**config.mk**
```make
export PLATFORM = sky130hd
export DESIGN_NAME = step_dir_bank
export DESIGN_NICKNAME = d
export VERILOG_FILES = /design/src/rtl/step_dir_bank.sv
export SDC_FILE = /design/constraint.sdc
export NUM_CORES = 2
export LEC_CHECK = 0
export BUFFER_PORTS_ARGS = -buffer_cell sky130_fd_sc_hd__buf_2
export CELL_PAD_IN_SITES_DETAIL_PLACEMENT = 1
export CELL_PAD_IN_SITES_GLOBAL_PLACEMENT = 1
export CORE_ASPECT_RATIO = 1.2
export CORE_MARGIN = 4
export CORE_UTILIZATION = 25
export DETAILED_ROUTE_END_ITERATION = 10
export PLACE_DENSITY = 0.56
export SLEW_MARGIN = 20
export SYNTH_ARGS = -nofsm -noshare
export SYNTH_HDL_FRONTEND = slang
export SYNTH_SLANG_ARGS = --single-unit
export TNS_END_PERCENT = 30
```
**constraint.sdc**
```tcl
create_clock -name clk_in -period 8.7 [get_ports clk_in]
set_input_delay 1.74 -clock clk_in [delete_from_list [all_inputs] [get_ports clk_in]]
set_output_delay 1.74 -clock clk_in [all_outputs]
set_load 0.05 [all_outputs]
```
**src/rtl/step_dir_bank.sv**
```systemverilog
// step_dir_bank: bus-mapped bank of independent step/dir pulse generators with DIR setup,
// timed STEP pulses and sticky completion flags. Defining STEP_DIR_BANK_IRQ_EN adds the completion interrupt.
module step_dir_bank #(
  parameter int CHANNELS     = 12,
  parameter int ADDR_WIDTH   = 8,
  parameter int PERIOD_WIDTH = 24,
  parameter int COUNT_WIDTH  = 32,
  parameter int PULSE_CYCLES = 50,
  parameter int DIR_SETUP    = 25
) (
  input  logic                    clk_in,
  input  logic                    reset_in,
  input  logic                    enable_in,
  input  logic                    write_in,
  input  logic [ADDR_WIDTH-1:0]   addr_in,
  input  logic [31:0]             data_in,
  output logic [31:0]             data_out,
  output logic                    ready_out,
  output logic [CHANNELS-1:0]     step_out,
  output logic [CHANNELS-1:0]     dir_out,
  output logic [CHANNELS-1:0]     drv_en_n_out,
  output logic [CHANNELS-1:0]     busy_out,
  output logic                    done_irq_out,
  output logic [2*CHANNELS-1:0]   fsm_state_dbg
);

  localparam int CH_W = ADDR_WIDTH - 4;

  localparam logic [1:0] ST_IDLE  = 2'd0;
  localparam logic [1:0] ST_SETUP = 2'd1;
  localparam logic [1:0] ST_HIGH  = 2'd2;
  localparam logic [1:0] ST_LOW   = 2'd3;

  localparam logic [PERIOD_WIDTH-1:0] MIN_PERIOD   = PERIOD_WIDTH'(2 * PULSE_CYCLES);
  localparam logic [PERIOD_WIDTH-1:0] PULSE_LEN    = PERIOD_WIDTH'(PULSE_CYCLES);
  localparam logic [PERIOD_WIDTH-1:0] PULSE_RELOAD = PERIOD_WIDTH'(PULSE_CYCLES - 1);
  localparam logic [PERIOD_WIDTH-1:0] SETUP_RELOAD = PERIOD_WIDTH'(DIR_SETUP - 1);
  localparam logic [PERIOD_WIDTH-1:0] ONE          = PERIOD_WIDTH'(1);

  // Bus handshake: enable_in is the request valid. A request is accepted on an edge where
  // enable_in = 1 and ready_out = 0; ready_out is then high for exactly the following cycle
  // with registered read data, so the master must drop enable_in before issuing another request.
  logic                    ready_q;
  logic [31:0]             data_q;
  logic                    accept;
  logic [CH_W-1:0]         ch_sel;
  logic [1:0]              reg_sel;
  logic [31:0]             rdata;

  logic [CHANNELS-1:0]     wr_ctrl;
  logic [CHANNELS-1:0]     wr_period;
  logic [CHANNELS-1:0]     wr_count;
  logic [CHANNELS-1:0]     wr_status;
  logic [CHANNELS-1:0]     start_req;
  logic [CHANNELS-1:0]     stop_req;

  logic [1:0]              state   [CHANNELS];
  logic [PERIOD_WIDTH-1:0] tmr     [CHANNELS];
  logic [PERIOD_WIDTH-1:0] period  [CHANNELS];
  logic [COUNT_WIDTH-1:0]  count   [CHANNELS];

  logic [CHANNELS-1:0]     ctrl_dir;
  logic [CHANNELS-1:0]     drv_en;
  logic [CHANNELS-1:0]     irq_en;
  logic [CHANNELS-1:0]     dir_q;
  logic [CHANNELS-1:0]     step_q;
  logic [CHANNELS-1:0]     done;
  logic [CHANNELS-1:0]     aborted;
  logic [CHANNELS-1:0]     stop_pend;
  logic [CHANNELS-1:0]     busy;

  logic                    unused_addr;

  assign accept      = enable_in && !ready_q;
  assign ch_sel      = addr_in[ADDR_WIDTH-1:4];
  assign reg_sel     = addr_in[3:2];
  assign unused_addr = ^addr_in[1:0];

  // LOW length is the period clamped to two pulse widths, minus the high time.
  function automatic logic [PERIOD_WIDTH-1:0] low_reload(input logic [PERIOD_WIDTH-1:0] p);
    logic [PERIOD_WIDTH-1:0] eff;
    eff = (p < MIN_PERIOD) ? MIN_PERIOD : p;
    return eff - PULSE_LEN - ONE;
  endfunction

  always_comb begin
    wr_ctrl   = '0;
    wr_period = '0;
    wr_count  = '0;
    wr_status = '0;
    start_req = '0;
    stop_req  = '0;
    for (int i = 0; i < CHANNELS; i++) begin
      if (accept && write_in && (ch_sel == CH_W'(i))) begin
        wr_ctrl[i]   = (reg_sel == 2'd0);
        wr_period[i] = (reg_sel == 2'd1);
        wr_count[i]  = (reg_sel == 2'd2);
        wr_status[i] = (reg_sel == 2'd3);
      end
      // STOP takes priority over START in the same CTRL write.
      stop_req[i]  = wr_ctrl[i] && data_in[2];
      start_req[i] = wr_ctrl[i] && data_in[0] && !data_in[2];
    end
  end

  always_comb begin
    rdata = '0;
    for (int i = 0; i < CHANNELS; i++) begin
      if (ch_sel == CH_W'(i)) begin
        case (reg_sel)
          2'd0:    rdata = {27'd0, irq_en[i], drv_en[i], 1'b0, ctrl_dir[i], 1'b0};
          2'd1:    rdata = 32'(period[i]);
          2'd2:    rdata = 32'(count[i]);
          default: rdata = {29'd0, aborted[i], done[i], busy[i]};
        endcase
      end
    end
  end

  always_ff @(posedge clk_in) begin
    if (reset_in) begin
      ready_q <= 1'b0;
      data_q  <= '0;
    end else begin
      ready_q <= accept;
      data_q  <= (accept && !write_in) ? rdata : '0;
    end
  end

  always_ff @(posedge clk_in) begin
    if (reset_in) begin
      for (int i = 0; i < CHANNELS; i++) begin
        state[i]  <= ST_IDLE;
        tmr[i]    <= '0;
        period[i] <= '0;
        count[i]  <= '0;
      end
      ctrl_dir  <= '0;
      drv_en    <= '0;
      dir_q     <= '0;
      step_q    <= '0;
      done      <= '0;
      aborted   <= '0;
      stop_pend <= '0;
    end else begin
      for (int i = 0; i < CHANNELS; i++) begin
        if (wr_ctrl[i]) begin
          ctrl_dir[i] <= data_in[1];
          drv_en[i]   <= data_in[3];
        end
        if (wr_period[i]) begin
          period[i] <= data_in[PERIOD_WIDTH-1:0];
        end
        if (wr_count[i] && (state[i] == ST_IDLE)) begin
          count[i] <= data_in[COUNT_WIDTH-1:0];
        end
        if (wr_status[i]) begin
          if (data_in[1]) done[i]    <= 1'b0;
          if (data_in[2]) aborted[i] <= 1'b0;
        end

        // Flag sets below come after the write-1-clear so a coincident set wins.
        case (state[i])
          ST_IDLE: begin
            if (start_req[i]) begin
              if (count[i] == '0) begin
                done[i] <= 1'b1;
              end else begin
                state[i] <= ST_SETUP;
                dir_q[i] <= data_in[1];
                tmr[i]   <= SETUP_RELOAD;
              end
            end
          end
          ST_SETUP: begin
            if (stop_req[i]) begin
              state[i]   <= ST_IDLE;
              aborted[i] <= 1'b1;
            end else if (tmr[i] == '0) begin
              state[i]  <= ST_HIGH;
              step_q[i] <= 1'b1;
              tmr[i]    <= PULSE_RELOAD;
            end else begin
              tmr[i] <= tmr[i] - ONE;
            end
          end
          ST_HIGH: begin
            // A STOP here only takes effect once the pulse has its full width.
            if (tmr[i] == '0) begin
              step_q[i]    <= 1'b0;
              stop_pend[i] <= 1'b0;
              if (stop_pend[i] || stop_req[i]) begin
                state[i]   <= ST_IDLE;
                aborted[i] <= 1'b1;
              end else begin
                state[i] <= ST_LOW;
                tmr[i]   <= low_reload(period[i]);
                if (count[i] != '0) count[i] <= count[i] - 1'b1;
              end
            end else begin
              tmr[i] <= tmr[i] - ONE;
              if (stop_req[i]) stop_pend[i] <= 1'b1;
            end
          end
          default: begin
            if (stop_req[i]) begin
              state[i]   <= ST_IDLE;
              aborted[i] <= 1'b1;
            end else if (tmr[i] == '0) begin
              if (count[i] != '0) begin
                state[i]  <= ST_HIGH;
                step_q[i] <= 1'b1;
                tmr[i]    <= PULSE_RELOAD;
              end else begin
                state[i] <= ST_IDLE;
                done[i]  <= 1'b1;
              end
            end else begin
              tmr[i] <= tmr[i] - ONE;
            end
          end
        endcase
      end
    end
  end

`ifdef STEP_DIR_BANK_IRQ_EN
  logic irq_q;

  always_ff @(posedge clk_in) begin
    if (reset_in) begin
      irq_en <= '0;
      irq_q  <= 1'b0;
    end else begin
      for (int i = 0; i < CHANNELS; i++) begin
        if (wr_ctrl[i]) irq_en[i] <= data_in[4];
      end
      irq_q <= |((done | aborted) & irq_en);
    end
  end

  assign done_irq_out = irq_q;
`else
  assign irq_en       = '0;
  assign done_irq_out = 1'b0;
`endif

  genvar g;
  generate
    for (g = 0; g < CHANNELS; g++) begin : g_ch
      assign busy[g]                = (state[g] != ST_IDLE);
      assign fsm_state_dbg[2*g +: 2] = state[g];
    end
  endgenerate

  assign ready_out    = ready_q;
  assign data_out     = data_q;
  assign step_out     = step_q;
  assign dir_out      = dir_q;
  assign drv_en_n_out = ~drv_en;
  assign busy_out     = busy;

endmodule
```
Word level (Yosys, flattened, before mapping)
Memories as Yosys holds them, arrays and structs flattened.
Index checks and enable logic that the tools add are counted.
{"block": "classes", "muxes": 1310, "add_sub_neg": 48, "magnitude_cmp": 12, "n_eq_ne": 62, "reduce_logical": 225, "n_bitwise": 242}
{"op": "$mux W24", "n": 108}
{"op": "$mux W32", "n": 36}
{"op": "$pmux W32 S3", "n": 12}
{"op": "$mux W1", "n": 1022}
{"op": "$sub A24 B1 Y24 const B", "n": 24}
{"op": "$logic_not A32 Y1", "n": 12}
{"op": "$reduce_bool A32 Y1", "n": 12}
{"op": "$sub A32 B1 Y32 const B", "n": 12}
{"op": "$logic_not A24 Y1", "n": 12}
{"op": "$lt A24 B7 Y1 const B", "n": 12}
{"op": "$sub A24 B6 Y24 const B", "n": 12}
{"op": "$or A1 B1 Y1", "n": 216}
{"op": "$mux W2", "n": 96}
{"op": "$logic_and A1 B1 Y1", "n": 63}
{"op": "$reduce_and A5 Y1", "n": 12}
{"op": "$pmux W1 S2", "n": 24}
{"op": "$reduce_bool A2 Y1", "n": 24}
{"op": "$pmux W1 S3", "n": 12}
{"op": "$reduce_and A3 Y1", "n": 12}
{"op": "$reduce_bool A3 Y1", "n": 12}
{"op": "$reduce_or A3 Y1", "n": 12}
{"op": "$eq A2 B2 Y1 const B", "n": 14}
{"op": "$eq A2 B1 Y1 const B", "n": 13}
{"op": "$logic_not A2 Y1", "n": 13}
{"op": "other kinds (13)", "n": 102}
{"block": "totals", "ram_bits": 984, "mem_count": 4, "input_bits": 44, "out_inout_bits": 106, "ff_bits": 117}
{"memory": "count", "depth": 12, "width": 32, "read_ports": 12, "rd_ports_with_merged_regs": 0, "wr": 12, "line": "60", "rtl": "logic [COUNT_WIDTH-1:0] count [CHANNELS];"}
{"memory": "period", "depth": 12, "width": 24, "read_ports": 12, "rd_ports_with_merged_regs": 0, "wr": 12, "line": "59", "rtl": "logic [PERIOD_WIDTH-1:0] period [CHANNELS];"}
{"memory": "tmr", "depth": 12, "width": 24, "read_ports": 12, "rd_ports_with_merged_regs": 0, "wr": 12, "line": "58", "rtl": "logic [PERIOD_WIDTH-1:0] tmr [CHANNELS];"}
{"memory": "state", "depth": 12, "width": 2, "read_ports": 12, "rd_ports_with_merged_regs": 0, "wr": 12, "line": "57", "rtl": "logic [1:0] state [CHANNELS];"}

Logic depth before layout (Yosys ltp)
{"block": "logic_depth", "depth_word": 19, "mapped_depth": 14}

Least setup slack after synthesis
No wires, ideal clock.
{"block": "synth_timing", "path_type": "input port to flip-flop", "start": "in data_in[2]", "end": "mem count[5][0] (netlist: count[1][32]), enable pin", "path_stages": 9, "setup_time_ns": 0.478, "arrival_ns": 4.700, "path_slack_ns": 3.521, "path_cell_list": "clkbuf_1 or3b_2 clkbuf_1 nor3_1 nor2_1 nand4_1 clkbuf_1 clkbuf_1 nand2_1"}
{"item": "from (decl)", "line": "16", "rtl": "input logic [31:0] data_in,"}
{"item": "to (decl)", "line": "60"}

Worst setup path after layout
{"block": "layout_timing", "start": "in addr_in[2]", "end": "reg data_q[11] (netlist: data_out[11])"}
{"block": "layout_via", "elab_chain_len": 14, "word_cells_on_any_way": 27, "cone_classes": "eq/ne (2); mux (24); reduce/logical (1)"}
{"item": "from (decl)", "line": "15", "rtl": "input logic [ADDR_WIDTH-1:0] addr_in,"}
{"item": "$eq A2 B2 Y1 (tied with other cells)", "line": "110", "rtl": "case (reg_sel)"}
{"item": "$pmux W32 S3", "line": "110"}
{"item": "$mux W32 (11 in a row)", "line": "109", "rtl": "if (ch_sel == CH_W'(i)) begin"}
{"item": "$mux W32 *", "line": "109"}
{"item": "to (signal assigned)", "line": "126", "rtl": "data_q <= (accept && !write_in) ? rdata : '0;"}
{"item": "to (decl)", "line": "44", "rtl": "logic [31:0] data_q;"}
Mark *: on every way between the ends. The rest lies on a longest branch, timed or not.
A chain may end at the register's enable or synchronous reset.

==> results.tsv <==
metric	value	unit
status	finished, final reports clean	
io_pins	150	
critical_path_class	input port to flop	
power_leakage	25.55	nW
synth.area.top_cells	edfxtp_1 (43%), xnor2_1 (6.6%), nor2_1 (4.5%)	
intPower	9.996	mW
ctsResizeCount	0	
clkPwrFrac	43.0	%
ys.flop_type	edfxtp_1	
synth-seq-cells	1101	
fin_setup_tns	0	ns
synth.avg_cell_area	9.375	sq um
grt_pass1_wl	476.0	mm
cp-end-kind	flop	
ys_seq_area_share	45.87	%
post-route-period-util	62.62	%
tightest_slew	1.316	ns
setup_viol	0	
maxSlewViolCount	0	
wl	341.0	mm
start_kind	input port	
synthTopCellsByCount	edfxtp_1 (984), nor2_1 (832), o21ai_0 (534)	
seq_power_share	45.6	%
htreeDepth	4	
grt_max_degree	66	
ys_warn_count	0	
wl_per_cell	30.50	um
max_freq	183.6	MHz
coreArea	276100	sq um
clock_latency	0.86	ns
critical_path_arrival	6.14	ns
cap_violations	0	
synth_cell_type_count	89	
nets	7577	
clock_sinks	1101	
drtAntennaViolNets	0	
fin_area	79410	sq um
cp.required	9.39	ns
hp-class	flop to flop	
hpwlAfterDp	247.3	mm
vias	63910	
syn-num-nets	7555	
netlist_instances	7416	
dr.first_iter.drc_count	6428	
initial_core_util	25.18	%
drive_above_1_share	9.810	%
p_sw	4.045	mW
ir_drop	143.5	uV
hold_ws	0.4644	ns
synth_area	69520	sq um
rsz0062_at_grt	no	
synth_most_common_cell	edfxtp_1	
row_count	211	
syn2layout_area_growth	14.23	%
yosysTopAreaCellShare	42.50	%
track_usage	22.88	%
combPwrFrac	11.4	%
synthArstFlopShare	0	%
synth.largest_area_cell	edfxtp_1	
via_per_inst	5.717	
dpl_cell_area	74840	sq um
power	14.04	mW
drc_errors	0	
grt_pass1_vias	62900	
portBuffers	146	
grt_overflow	0	
fin_skew	0.04779	ns
p_per_area	176.8	nW/um^2
cts_setup_buffers	0	
gp_congestion	0.9719	
dr.pass1.iters	6	
cts_buffers	144	
slew_headroom	11.16	%
hold_viol	0	
synth_edf_count	984	
cts_tree	done	
clockBufferDepth	4	
period_minus_slack	5.448	ns
cts_root_buf	clkbuf_16	
antenna_found_initial	30	
cts_hold_buffers	0	
worst_slack	3.252	ns
dp_slack	2.488	ns
die_h	585.7	um
die_area	286600	sq um
crit_path_max_fanout	26	
swShare	28.81	%
path_clk_slew	0.06	ns
die_w	489.4	um
critical path, cell delays in order:
cell and delay (ns):
buf_4 0.37, buf_4 0.67, nor2b_4 0.34, buf_4 0.31, a22oi_1 0.46, o22ai_1 0.39
a221oi_1 0.63, nand4_1 0.37, a21oi_1 0.54, o22ai_1 0.19
metrics by stage:
step | utilization [%] | std cells
2_1_floorplan | - | 7416
3_3_place_gp | 27.10 | 10910
3_5_place_dp | 27.10 | 10910
4_1_cts | 28.74 | 11160
5_1_grt | 28.75 | 11170
6_report | 28.76 | 11180
worst paths after layout:
path	from	end	slack [ns]	cells after the start
setup / recovery	addr_in[2]	data_out[11]$_SDFF_PP0_	3.25	10
hold / removal	dir_out[6]$_SDFFE_PP0N_	dir_out[6]$_SDFFE_PP0N_	0.46	2
setup reg to reg	period[1][9]$_SDFFCE_PN0P_	tmr[1][20]$_SDFFCE_PN0P_	3.91	11
hold reg to reg	dir_out[6]$_SDFFE_PP0N_	dir_out[6]$_SDFFE_PP0N_	0.46	2
flip-flops by register name (all words and copies together) (netlist names), 24 cells and up:
register  flops
period      288
count       384
data_out     32
tmr         288
state        24
cells in the final DEF, fill, tap and decap left out, types with 26 or more instances in the layout:
cell | Yosys | final
clkbuf_1 | 402 | 39
buf_2 | 8 | 142
nand2_2 | 0 | 28
o22ai_1 | 228 | 228
clkbuf_16 | 0 | 147
buf_4 | 1 | 188
nor4_1 | 226 | 222
xor2_1 | 303 | 303
a22oi_1 | 196 | 196
and2_1 | 40 | 40
a21oi_1 | 215 | 215
a221o_1 | 38 | 37
nand2b_1 | 56 | 54
nand2_1 | 532 | 504
nand3b_1 | 27 | 27
edfxtp_1 | 984 | 984
ha_1 | 95 | 95
mux2i_1 | 44 | 44
nor2_1 | 832 | 821
or3_1 | 120 | 119
nand4_1 | 47 | 47
a31o_2 | 26 | 26
a211oi_1 | 49 | 49
or4_1 | 153 | 153
a31oi_1 | 47 | 47
xnor2_1 | 523 | 523
nand3_1 | 411 | 408
nor2b_1 | 52 | 50
a22o_1 | 26 | 26
o211ai_1 | 30 | 30
o2bb2ai_1 | 35 | 35
o21ai_0 | 534 | 529
o31ai_1 | 33 | 32
a221oi_1 | 56 | 55
dfxtp_1 | 117 | 117
nor3_1 | 321 | 315
inv_1 | 172 | 171
or2_2 | 45 | 45
final cells by class:
cell class | instances | area, sq um
timing repair buffer | 336 | 2236
inverter | 172 | 648.1
antenna | 16 | 40.04
tap | 3621 | 4531
multi-input combinational | 5683 | 35560
clock inverter | 56 | 560.5
fill | 31700 | 196700
clock buffer | 195 | 3949
sequential | 1101 | 31890
power by group through the flow:
| stage | sequential, mW | combinational (mW) | clock, mW |
|---|---|---|---|
| floorplan | 6.38 | 0.898 | 0 |
| global placement | 6.49 | 1.55 | 0 |
| detailed placement | 6.50 | 1.57 | 0 |
| CTS | 6.40 | 1.58 | 6.13 |
| global route | 6.43 | 1.68 | 6.35 |
| finish | 6.40 | 1.60 | 6.04 |
layer usage:
layer / vias to the layer above / share of wire, % / track usage [%] / wire (um)
li1: 27840 / - / - / -
met1: 32760 / 39 / 28.10 / 133200
met2: 2584 / 47 / 37.62 / 159100
met3: 725 / 7.5 / 4.027 / 25700
met4: 10 / 6.7 / 13.36 / 22910
met5: - / 0.020 / 0 / 69
cells by family after synthesis:
kind of cell | share of synthesized area (%)
buffers and inverters | 3.443
other | 0.005394
adders and majority gates | 1.710
muxes | 1.249
and+or+nand+nor | 21.59
AOI/OAI and AO/OA | 15.73
xor gates and xnor gates | 10.41
DFF | 45.87
(Power assumes the default switching activity.)
